--- src/rtl/ysyx_22050710_sram_responder_pkg.sv ---
// Shared encodings and the in-flight response entry for the SRAM-like responder.
package ysyx_22050710_sram_responder_pkg;

    localparam int TIMER_WD = 4;

    typedef enum logic [1:0] {
        SIZE_1B = 2'd0,
        SIZE_2B = 2'd1,
        SIZE_4B = 2'd2,
        SIZE_8B = 2'd3
    } size_e;

    typedef enum logic {
        OP_READ  = 1'b0,
        OP_WRITE = 1'b1
    } op_e;

    typedef struct packed {
        logic                valid;
        op_e                 op;
        size_e               size;
        logic [TIMER_WD-1:0] timer;
    } resp_ent_t;

endpackage

--- src/rtl/ysyx_22050710_sram_resp_fifo.sv ---
// In-order response queue: each entry counts down its latency, head pops at zero.
module ysyx_22050710_sram_resp_fifo
    import ysyx_22050710_sram_responder_pkg::*;
#(
    parameter  int DEPTH   = 2,
    parameter  int DATA_WD = 64,
    parameter  int LATENCY = 1,
    localparam int PTR_WD  = (DEPTH > 1) ? $clog2(DEPTH) : 1
) (
    input  logic               clk,
    input  logic               rst_n,
    input  logic               push,
    input  op_e                push_op,
    input  size_e              push_size,
    input  logic               cap_en,
    input  logic [PTR_WD-1:0]  cap_idx,
    input  logic [DATA_WD-1:0] cap_data,
    output logic               full,
    output logic               empty,
    output logic               pop,
    output logic [PTR_WD-1:0]  head_ptr,
    output logic [PTR_WD-1:0]  tail_ptr,
    output size_e              head_size,
    output logic [DATA_WD-1:0] head_data
);

    localparam int CNT_WD = $clog2(DEPTH) + 1;

    resp_ent_t          ent_reg  [DEPTH];
    logic [DATA_WD-1:0] data_reg [DEPTH];
    logic [PTR_WD-1:0]  head_reg;
    logic [PTR_WD-1:0]  tail_reg;
    logic [CNT_WD-1:0]  count_reg;

    assign head_ptr  = head_reg;
    assign tail_ptr  = tail_reg;
    assign pop       = ent_reg[head_reg].valid && (ent_reg[head_reg].timer == '0);
    assign full      = (count_reg == CNT_WD'(DEPTH));
    assign empty     = (count_reg == '0);
    assign head_size = ent_reg[head_reg].size;
    assign head_data = data_reg[head_reg];

    generate
        for (genvar gi = 0; gi < DEPTH; gi++) begin : g_entry
            logic push_here;
            logic pop_here;
            assign push_here = push && (tail_reg == PTR_WD'(gi));
            assign pop_here  = pop && (head_reg == PTR_WD'(gi));

            // A full queue may pop and push the same slot; the new request wins.
            always_ff @(posedge clk or negedge rst_n) begin
                if (!rst_n) begin
                    ent_reg[gi] <= '0;
                end else if (push_here) begin
                    ent_reg[gi] <= '{valid: 1'b1, op: push_op, size: push_size,
                                     timer: TIMER_WD'(LATENCY - 1)};
                end else if (pop_here) begin
                    ent_reg[gi].valid <= 1'b0;
                end else if (ent_reg[gi].valid && (ent_reg[gi].timer != '0)) begin
                    ent_reg[gi].timer <= ent_reg[gi].timer - 1'b1;
                end
            end

            // Writes answer with zero; reads are overwritten by the memory return a cycle later.
            always_ff @(posedge clk) begin
                if (push_here) begin
                    data_reg[gi] <= '0;
                end else if (cap_en && (cap_idx == PTR_WD'(gi))) begin
                    data_reg[gi] <= cap_data;
                end
            end
        end
    endgenerate

    always_ff @(posedge clk or negedge rst_n) begin
        if (!rst_n) begin
            head_reg  <= '0;
            tail_reg  <= '0;
            count_reg <= '0;
        end else begin
            if (push) begin
                tail_reg <= (tail_reg == PTR_WD'(DEPTH - 1)) ? '0 : tail_reg + 1'b1;
            end
            if (pop) begin
                head_reg <= (head_reg == PTR_WD'(DEPTH - 1)) ? '0 : head_reg + 1'b1;
            end
            if (push && !pop) begin
                count_reg <= count_reg + 1'b1;
            end else if (pop && !push) begin
                count_reg <= count_reg - 1'b1;
            end
        end
    end

endmodule

--- src/rtl/ysyx_22050710_sram_responder.sv ---
// SRAM-like bus slave: forwards accepted requests to a synchronous memory and
// returns in-order responses after a fixed latency.
module ysyx_22050710_sram_responder
    import ysyx_22050710_sram_responder_pkg::*;
#(
    parameter int SRAM_ADDR_WD    = 32,
    parameter int SRAM_DATA_WD    = 64,
    parameter int SRAM_WMASK_WD   = 8,
    parameter int LATENCY         = 1,
    parameter int MAX_OUTSTANDING = 2
) (
    input  logic                     i_clk,
    input  logic                     i_rst_n,
    input  logic                     i_req,
    input  logic                     i_op,
    input  logic [1:0]               i_size,
    input  logic [SRAM_ADDR_WD-1:0]  i_addr,
    input  logic [SRAM_WMASK_WD-1:0] i_wstrb,
    input  logic [SRAM_DATA_WD-1:0]  i_wdata,
    output logic                     o_addr_ok,
    output logic                     o_data_ok,
    output logic [SRAM_DATA_WD-1:0]  o_rdata,
    output logic                     o_mem_en,
    output logic                     o_mem_we,
    output logic [SRAM_ADDR_WD-1:0]  o_mem_addr,
    output logic [SRAM_WMASK_WD-1:0] o_mem_wmask,
    output logic [SRAM_DATA_WD-1:0]  o_mem_wdata,
    input  logic [SRAM_DATA_WD-1:0]  i_mem_rdata
);

    localparam int OFFS_WD = $clog2(SRAM_WMASK_WD);
    localparam int PTR_WD  = (MAX_OUTSTANDING > 1) ? $clog2(MAX_OUTSTANDING) : 1;

    logic                    ready_reg;
    logic                    fire;
    logic                    fifo_full;
    logic                    fifo_empty;
    logic                    fifo_pop;
    logic [PTR_WD-1:0]       head_ptr;
    logic [PTR_WD-1:0]       tail_ptr;
    size_e                   head_size;
    logic [SRAM_DATA_WD-1:0] head_data;
    logic                    cap_pending_reg;
    logic [PTR_WD-1:0]       cap_idx_reg;
    logic                    bypass;
    logic [OFFS_WD+2:0]      unused_bits;

    // Size is carried with the entry only; access is always the full aligned word.
    assign unused_bits = {head_size, fifo_empty, i_addr[OFFS_WD-1:0]};

    always_ff @(posedge i_clk or negedge i_rst_n) begin
        if (!i_rst_n) begin
            ready_reg <= 1'b0;
        end else begin
            ready_reg <= 1'b1;
        end
    end

    assign o_addr_ok = ready_reg & (~fifo_full | fifo_pop);
    assign fire      = i_req & o_addr_ok;

    always_comb begin
        o_mem_en    = 1'b0;
        o_mem_we    = 1'b0;
        o_mem_addr  = '0;
        o_mem_wmask = '0;
        o_mem_wdata = '0;
        if (fire) begin
            o_mem_en    = 1'b1;
            o_mem_we    = i_op;
            o_mem_addr  = {i_addr[SRAM_ADDR_WD-1:OFFS_WD], {OFFS_WD{1'b0}}};
            o_mem_wmask = (i_op == OP_WRITE) ? i_wstrb : '0;
            o_mem_wdata = i_wdata;
        end
    end

    // Memory read data arrives one cycle after the fire; remember which slot it belongs to.
    always_ff @(posedge i_clk or negedge i_rst_n) begin
        if (!i_rst_n) begin
            cap_pending_reg <= 1'b0;
            cap_idx_reg     <= '0;
        end else begin
            cap_pending_reg <= fire && (i_op == OP_READ);
            cap_idx_reg     <= tail_ptr;
        end
    end

    ysyx_22050710_sram_resp_fifo #(
        .DEPTH   (MAX_OUTSTANDING),
        .DATA_WD (SRAM_DATA_WD),
        .LATENCY (LATENCY)
    ) u_fifo (
        .clk       (i_clk),
        .rst_n     (i_rst_n),
        .push      (fire),
        .push_op   (op_e'(i_op)),
        .push_size (size_e'(i_size)),
        .cap_en    (cap_pending_reg),
        .cap_idx   (cap_idx_reg),
        .cap_data  (i_mem_rdata),
        .full      (fifo_full),
        .empty     (fifo_empty),
        .pop       (fifo_pop),
        .head_ptr  (head_ptr),
        .tail_ptr  (tail_ptr),
        .head_size (head_size),
        .head_data (head_data)
    );

    // With single-cycle latency the head pops in the same cycle its read data returns.
    assign bypass    = (LATENCY == 1) && cap_pending_reg && (cap_idx_reg == head_ptr);
    assign o_data_ok = fifo_pop;

    always_comb begin
        o_rdata = '0;
        if (fifo_pop) begin
            o_rdata = bypass ? i_mem_rdata : head_data;
        end
    end

endmodule

--- config.mk ---
export PLATFORM = sky130hd
export DESIGN_NAME = ysyx_22050710_sram_responder
export DESIGN_NICKNAME = d
export VERILOG_FILES = /design/src/rtl/ysyx_22050710_sram_responder_pkg.sv /design/src/rtl/ysyx_22050710_sram_resp_fifo.sv /design/src/rtl/ysyx_22050710_sram_responder.sv
export SDC_FILE = /design/constraint.sdc
export NUM_CORES = 1
export LEC_CHECK = 0
export ABC_AREA = 0
export BUFFER_PORTS_ARGS = -buffer_cell sky130_fd_sc_hd__buf_2
export CORE_MARGIN = 2
export CORE_UTILIZATION = 30
export CTS_CLUSTER_DIAMETER = 50
export CTS_CLUSTER_SIZE = 10
export DETAILED_ROUTE_END_ITERATION = 7
export PLACE_DENSITY = 0.63
export SLEW_MARGIN = 40
export SYNTH_ARGS = -nofsm -noshare
export SYNTH_HDL_FRONTEND = slang
export SYNTH_HIERARCHICAL = 1
export SYNTH_SLANG_ARGS = --single-unit
--- constraint.sdc ---
create_clock -name i_clk -period 4.8 [get_ports i_clk]
set_input_delay 0.48 -clock i_clk [delete_from_list [all_inputs] [get_ports i_clk]]
set_output_delay 0.48 -clock i_clk [all_outputs]
set_load 0.005 [all_outputs]
==> results of run 1 <==
[routing by layer]
layer	track usage	up-vias
met1	0.171	2999
li1	-	3207
met4	0.0372	2
met3	0.0338	20
met2	0.274	231
met5	0	-
[layout by cell type, fill, tap and decap left out, types with 7 or more instances in the layout]
master and instances:
edfxtp_1 128, buf_4 7, and2_1 223, nand2_1 135
mux2_2 64, inv_1 14, nor2_1 13, dfrtp_1 16
clkbuf_16 17, buf_2 337, mux2i_1 68
[what timing repair did]
action / in CTS / in global routing
hold buffers: 1 / 0
endpoints found under the hold margin: 17 / 0
setup endpoints to repair: 0 / 0
[area by class of cell]
class                      count  area (um2)  area share
sequential                   145        4270       0.388
multi-input combinational    561        3840       0.348
timing repair buffer         348        1810       0.164
tap                          378         473      0.0429
clock buffer                  18         429      0.0389
clock inverter                14         145      0.0132
inverter                      14        52.6     0.00477
antenna                        1        2.50    0.000227
[path summary, 6_finish.rpt]
path                       slack, ns                                   end  depth (start not counted)
max                             0.68                        o_mem_addr[16]                          8
min                             0.23             cap_pending_reg$_DFF_PN0_                          2
max reg2reg                     0.96  u_fifo/data_reg[0][46]$_SDFFCE_PN0P_                          9
min reg2reg                     0.46       u_fifo/count_reg[1]$_DFFE_PN0P_                          1
max in group asynchronous       3.95           u_fifo/head_ptr$_DFFE_PN0N_                          2
min in group asynchronous       0.52         u_fifo/ent_reg[1]$_DFFE_PN0P_                          2
[power groups by stage]
stage | registers (mW) | logic, mW | clock network [mW]
2_1_floorplan | 1.80 | 1.33 | 0
3_3_place_gp | 1.86 | 1.89 | 0
3_5_place_dp | 1.88 | 1.91 | 0
4_1_cts | 1.85 | 1.92 | 1.34
5_1_grt | 1.88 | 2.10 | 1.39
6_report | 1.84 | 1.88 | 1.31
==> impl_metrics.toml, run 1 <==
[outcome]
status = "completed"

[layout]
final_cell_area_um2 = 11000
fillCellCount = 2775
final_core_util = 0.398
relative_area_change_from_synthesis_to_final_layout_pct = 31.0
final_net_count = 1266
layout.cells.non_filler = 1479
largest_reg_flops = 128
drive_above_1_share = 0.415

[pwr]
power.combinational.fraction = 0.373
power.ir.vdd_worst_mv = 0.178
power_density_over_cell_area_nw_per_um2 = 456
sequentialPowerShare = 0.367
switchingPower_mw = 1.74
post_layout_power_mw = 5.03
sw_frac = 0.346
power.internal_mw = 3.29
power_frac_clock = 0.260
power.static_leakage_nw = 4.81

[critical_path]
cp-startpoint = "u_fifo/head_ptr$_DFFE_PN0N_"
timing.critical_path.fanout_max = 97
setup.worst_path.end_class = "primary output"
timing_worst_setup_path_type = "flip-flop to primary output"
critPathLaunchType = "flip-flop"
critical_path.slowest_cell = "dfrtp_4"
worst-endpoint-arrival_ns = 3.64
crit_path_max_incr_delay_ns = 0.65
worst_ep_required_time_ns = 4.32
cp.buffers_inverters = 2
cp_cell_sequence = "or4_4 -> nor3b_4 -> a31o_4 -> nand2b_1 -> and3_4 -> buf_4 -> and2_1 -> buf_2"
r2r_start = "u_fifo/head_ptr$_DFFE_PN0N_"
cell_type_group_with_the_largest_total_delay_on_the_critical_path = "simple AND/OR/NAND/NOR gates"

[timing]
report.final.setup_viol = 0
skew_ns = 0.0131
max_frequency_ghz = 0.243
transition_at_the_pin_with_the_smallest_max_transition_slack_ns = 0.700
rsz0062_at_grt = "no"
final.setup.tns_ns = 0
fin_ws_ns = 0.680
period_share = 0.858
finalWorstPathRequiredPeriod_ns = 4.12
fin_worst_hold_slack_ns = 0.232
slew_violations = 0
slew_headroom = 0.532
hold_violations = 0

[grt]
grt_pass1_wl_um = 33100
overflow = 0
first_global_vias = 6171
grt_start_max_net_pins = 98
antenna_found_initial = 3
globalRouteTotalUtil = 0.148

[route]
top_layer = "met5"
met2WireLength_um = 11800
route.met3.wl_um = 1230
routed_wirelength_um = 22400
drc = 0
num_vias = 6459
dr.pass1.iters = 4
vias_per_cell = 4.37
average_wire_length_per_cell_after_detail_routing_um = 15.1
drt_iter0_drc = 298
drt-met1-wl_um = 9130
ant_nets = 0

[placed_design]
finalWeightedCongestion = 0.818
detailed_place.area_um2 = 10400
detailed_place_hpwl_um = 15600
io_buffers = 337
placement.setup.worst_slack_ns = 0.901
placedCellCount = 1445

[cts]
clk_transition_reported_paths_ns = 0.06
cts.repair.resized = 0
clk_root_buffer_cell = "clkbuf_16"
cts.htree.levels = 4
worstSkewPairLatency_ns = 0.42
cts-buffers-inserted = 17
clkSinkCount = 145
clock_path_buffers = 2
clock_tree_from_tritoncts = "yes"
cts_setup_buffers = 0

[floorplanning]
boundaryPins = 346
die_height_um = 171
fp.dieW_um = 171
core_region_area_um2 = 27700
die-area_um2 = 29400
fp-row-count = 61
initial_utilization = 0.304

[synth]
synth_cells = 774
post_synth_instance_area_um2 = 8420
yosys_warnings = 6
postSynthAreaPerCell_um2 = 10.9

[run]
timing.max_cap.violations = 0

[hold_path]
hold_start = "i_op"
hp-class = "input pin to flip-flop"
Power figures use the tool's default switching activity.
==> run 2, diff against run 1 <==
--- a/constraint.sdc
+++ b/constraint.sdc
@@ -3,2 +3,2 @@
 set_output_delay 0.48 -clock i_clk [all_outputs]
-set_load 0.005 [all_outputs]
+set_load 0.1 [all_outputs]
==> run 2 against run 1 <==
  * Count of clock-buffer cells in the layout fell by 1
  * Via count is 0.40% higher
  * Combinational power rose by 100%
  * Final cell count barely moved
  * Utilization is 0.12 points higher
  * Worst hold slack improved by 0.0013 ns
  * Register-to-register slack gained 0.20 ns
  * Clock skew shrank 0.0028 ns
  * Sequential power about the same
  * Design area grew 0.30%
  * Total power increased by 39%
  * Critical path depth is the same
  * Critical endpoint is now o_mem_wdata[22]
  * Largest power group unchanged
==> impl_metrics.toml, run 2 (synthesis results as in run 1) <==
[cts]
clkSinkCount = 145
clk_root_buffer_cell = "clkbuf_16"
cts.repair.resized = 0
clk_transition_reported_paths_ns = 0.06
cts-buffers-inserted = 17
clock_path_buffers = 2
clock_tree_from_tritoncts = "yes"
worstSkewPairLatency_ns = 0.42
cts.htree.levels = 4

[grt]
grt.busiest_layer = "met2"
grt_use_met1 = 0.184
first_global_vias = 6224
overflow = 0
grt_use_met2 = 0.264
grt.met3_usage = 0.0315
grt_start_max_net_pins = 130
globalRouteTotalUtil = 0.151
antenna_found_initial = 1
grt_pass1_wl_um = 33700

[critical_path]
critPathLaunchType = "flip-flop"
worst-endpoint-arrival_ns = 3.73
worst_ep_required_time_ns = 4.32
worst_r2r_path_depth = 9
crit_path_max_incr_delay_ns = 0.63
r2r_setup_slack_ns = 1.16
reg2reg_to = "u_fifo/data_reg[0][56]$_SDFFCE_PN0P_"
setup.worst_path.end_class = "primary output"
timing.critical_path.fanout_max = 77
r2r_start = "u_fifo/head_ptr$_DFFE_PN0N_"
critical_path.slowest_cell = "or4_4"
timing_worst_setup_path_type = "flip-flop to primary output"
cp_cell_sequence = "or4_4 -> nor3b_4 -> a31o_4 -> nand2b_1 -> and3_4 -> buf_4 -> and2_1 -> buf_2"

[placed_design]
finalWeightedCongestion = 0.810
placedCellCount = 1444
io_buffers = 337
detailed_place_hpwl_um = 15500
placement.setup.worst_slack_ns = 1.02

[timing]
fin_ws_ns = 0.585
finalWorstPathRequiredPeriod_ns = 4.21
rsz0062_at_grt = "no"
final.setup.tns_ns = 0
transition_at_the_pin_with_the_smallest_max_transition_slack_ns = 0.774
fin_worst_hold_slack_ns = 0.233
report.final.setup_viol = 0
slew_headroom = 0.484
slew_violations = 0
period_share = 0.878
skew_ns = 0.0103
max_frequency_ghz = 0.237
hold_violations = 0

[floorplanning]
initial_utilization = 0.304
boundaryPins = 346
core_region_area_um2 = 27700
fp.dieW_um = 171
fp-row-count = 61
die_height_um = 171
die-area_um2 = 29400

[hold_path]
hp-class = "input pin to flip-flop"
hold_start = "i_op"
worstHoldEndpoint = "cap_pending_reg$_DFF_PN0_"
min_delay_path_depth = 2

[layout]
layout_common_cells = "337 x buf_2, 223 x and2_1, 135 x nand2_1"
register_area_um2 = 4270
fillCellCount = 2741
final_net_count = 1265
most_common_cell_after_layout_fill_and_taps_aside = "buf_2"
final_core_util = 0.399
relative_area_change_from_synthesis_to_final_layout_pct = 31.4
layout.cells.non_filler = 1478
multi_input_comb_area_um2 = 3840
drive_above_1_share = 0.414
largest_reg_flops = 128

[run]
timing.max_cap.violations = 0

[pwr]
power_density_over_cell_area_nw_per_um2 = 630
power.ir.vdd_worst_mv = 0.329
power.static_leakage_nw = 4.85

[route]
drc = 0
drt_iter0_drc = 342
routed_wirelength_um = 22500
num_vias = 6485
ant_nets = 0
vias_per_cell = 4.39
dr.pass1.iters = 4
average_wire_length_per_cell_after_detail_routing_um = 15.2

[outcome]
status = "completed"
## run 2: changes by cell type in the layout (fill, tap and decap cells not counted)
cell | before | now
clkinvlp_4 | 5 | 0
inv_8 | 3 | 5
clkinv_8 | 0 | 1
clkbuf_1 | 1 | 0
buf_4 | 7 | 6
bufinv_16 | 1 | 2
inv_6 | 5 | 4
clkinv_4 | 0 | 2
clkinv_1 | 0 | 1
## run 2: worst max-delay path: cells and delay by family, from the launching register on
| family | cells | cell delay, ns |
|---|---|---|
| AND/OR/NAND/NOR | 5 | 1.62 |
| buffers and inverters | 2 | 0.90 |
| flip-flops | 1 | 0.61 |
| AO/OA/AOI/OAI | 1 | 0.16 |
## run 2: area by class of cell
cell class                 count  share of cell area
sequential                   145               0.386
multi-input combinational    561               0.347
timing repair buffer         347               0.163
clock inverter                15              0.0171
inverter                      14             0.00475
tap                          378              0.0428
clock buffer                  17              0.0385
antenna                        1            0.000226
## run 2: through the flow
step / total power [mW] / cell area (um2)
finish: 6.96 / 11100
global route: 7.31 / 11100
CTS: 7.04 / 11100
detailed placement: 5.64 / 10400
global placement: 5.62 / 10400
floorplan: 4.97 / 8430
## run 2: per-layer routing
metal,share of wire,vias to the layer above,wire length [um]
li1,-,3206,-
met3,0.051,20,1150
met5,0,-,0
met4,0.026,0,580
met1,0.43,3037,9630
met2,0.50,222,11200
## run 2: power by group
part	internal (mW)	switching, mW	total (mW)
clock	0.794	0.583	1.38
combinational	0.873	2.88	3.76
sequential	1.69	0.142	1.83
total	3.35	3.61	6.96
## run 2: what timing repair did
action                                 in CTS  in global routing
buffers inserted                            0                  0
hold buffers                                1                  0
endpoints found under the hold margin      17                  0
## run 2: how the worst max path moves through the flow
stage,slack (ns),depth (start not counted),start,end
3_5_place_dp,1.02,8,u_fifo/head_ptr$_DFFE_PN0N_,o_mem_addr[22]
5_1_grt,0.35,8,u_fifo/head_ptr$_DFFE_PN0N_,o_mem_addr[22]
4_1_cts,0.55,8,u_fifo/head_ptr$_DFFE_PN0N_,o_mem_addr[22]
3_3_place_gp,1.05,8,u_fifo/head_ptr$_DFFE_PN0N_,o_mem_addr[22]
2_1_floorplan,0.002,8,u_fifo/head_ptr$_DFFE_PN0N_,o_rdata[56]
6_report,0.59,8,u_fifo/head_ptr$_DFFE_PN0N_,o_mem_wdata[22]
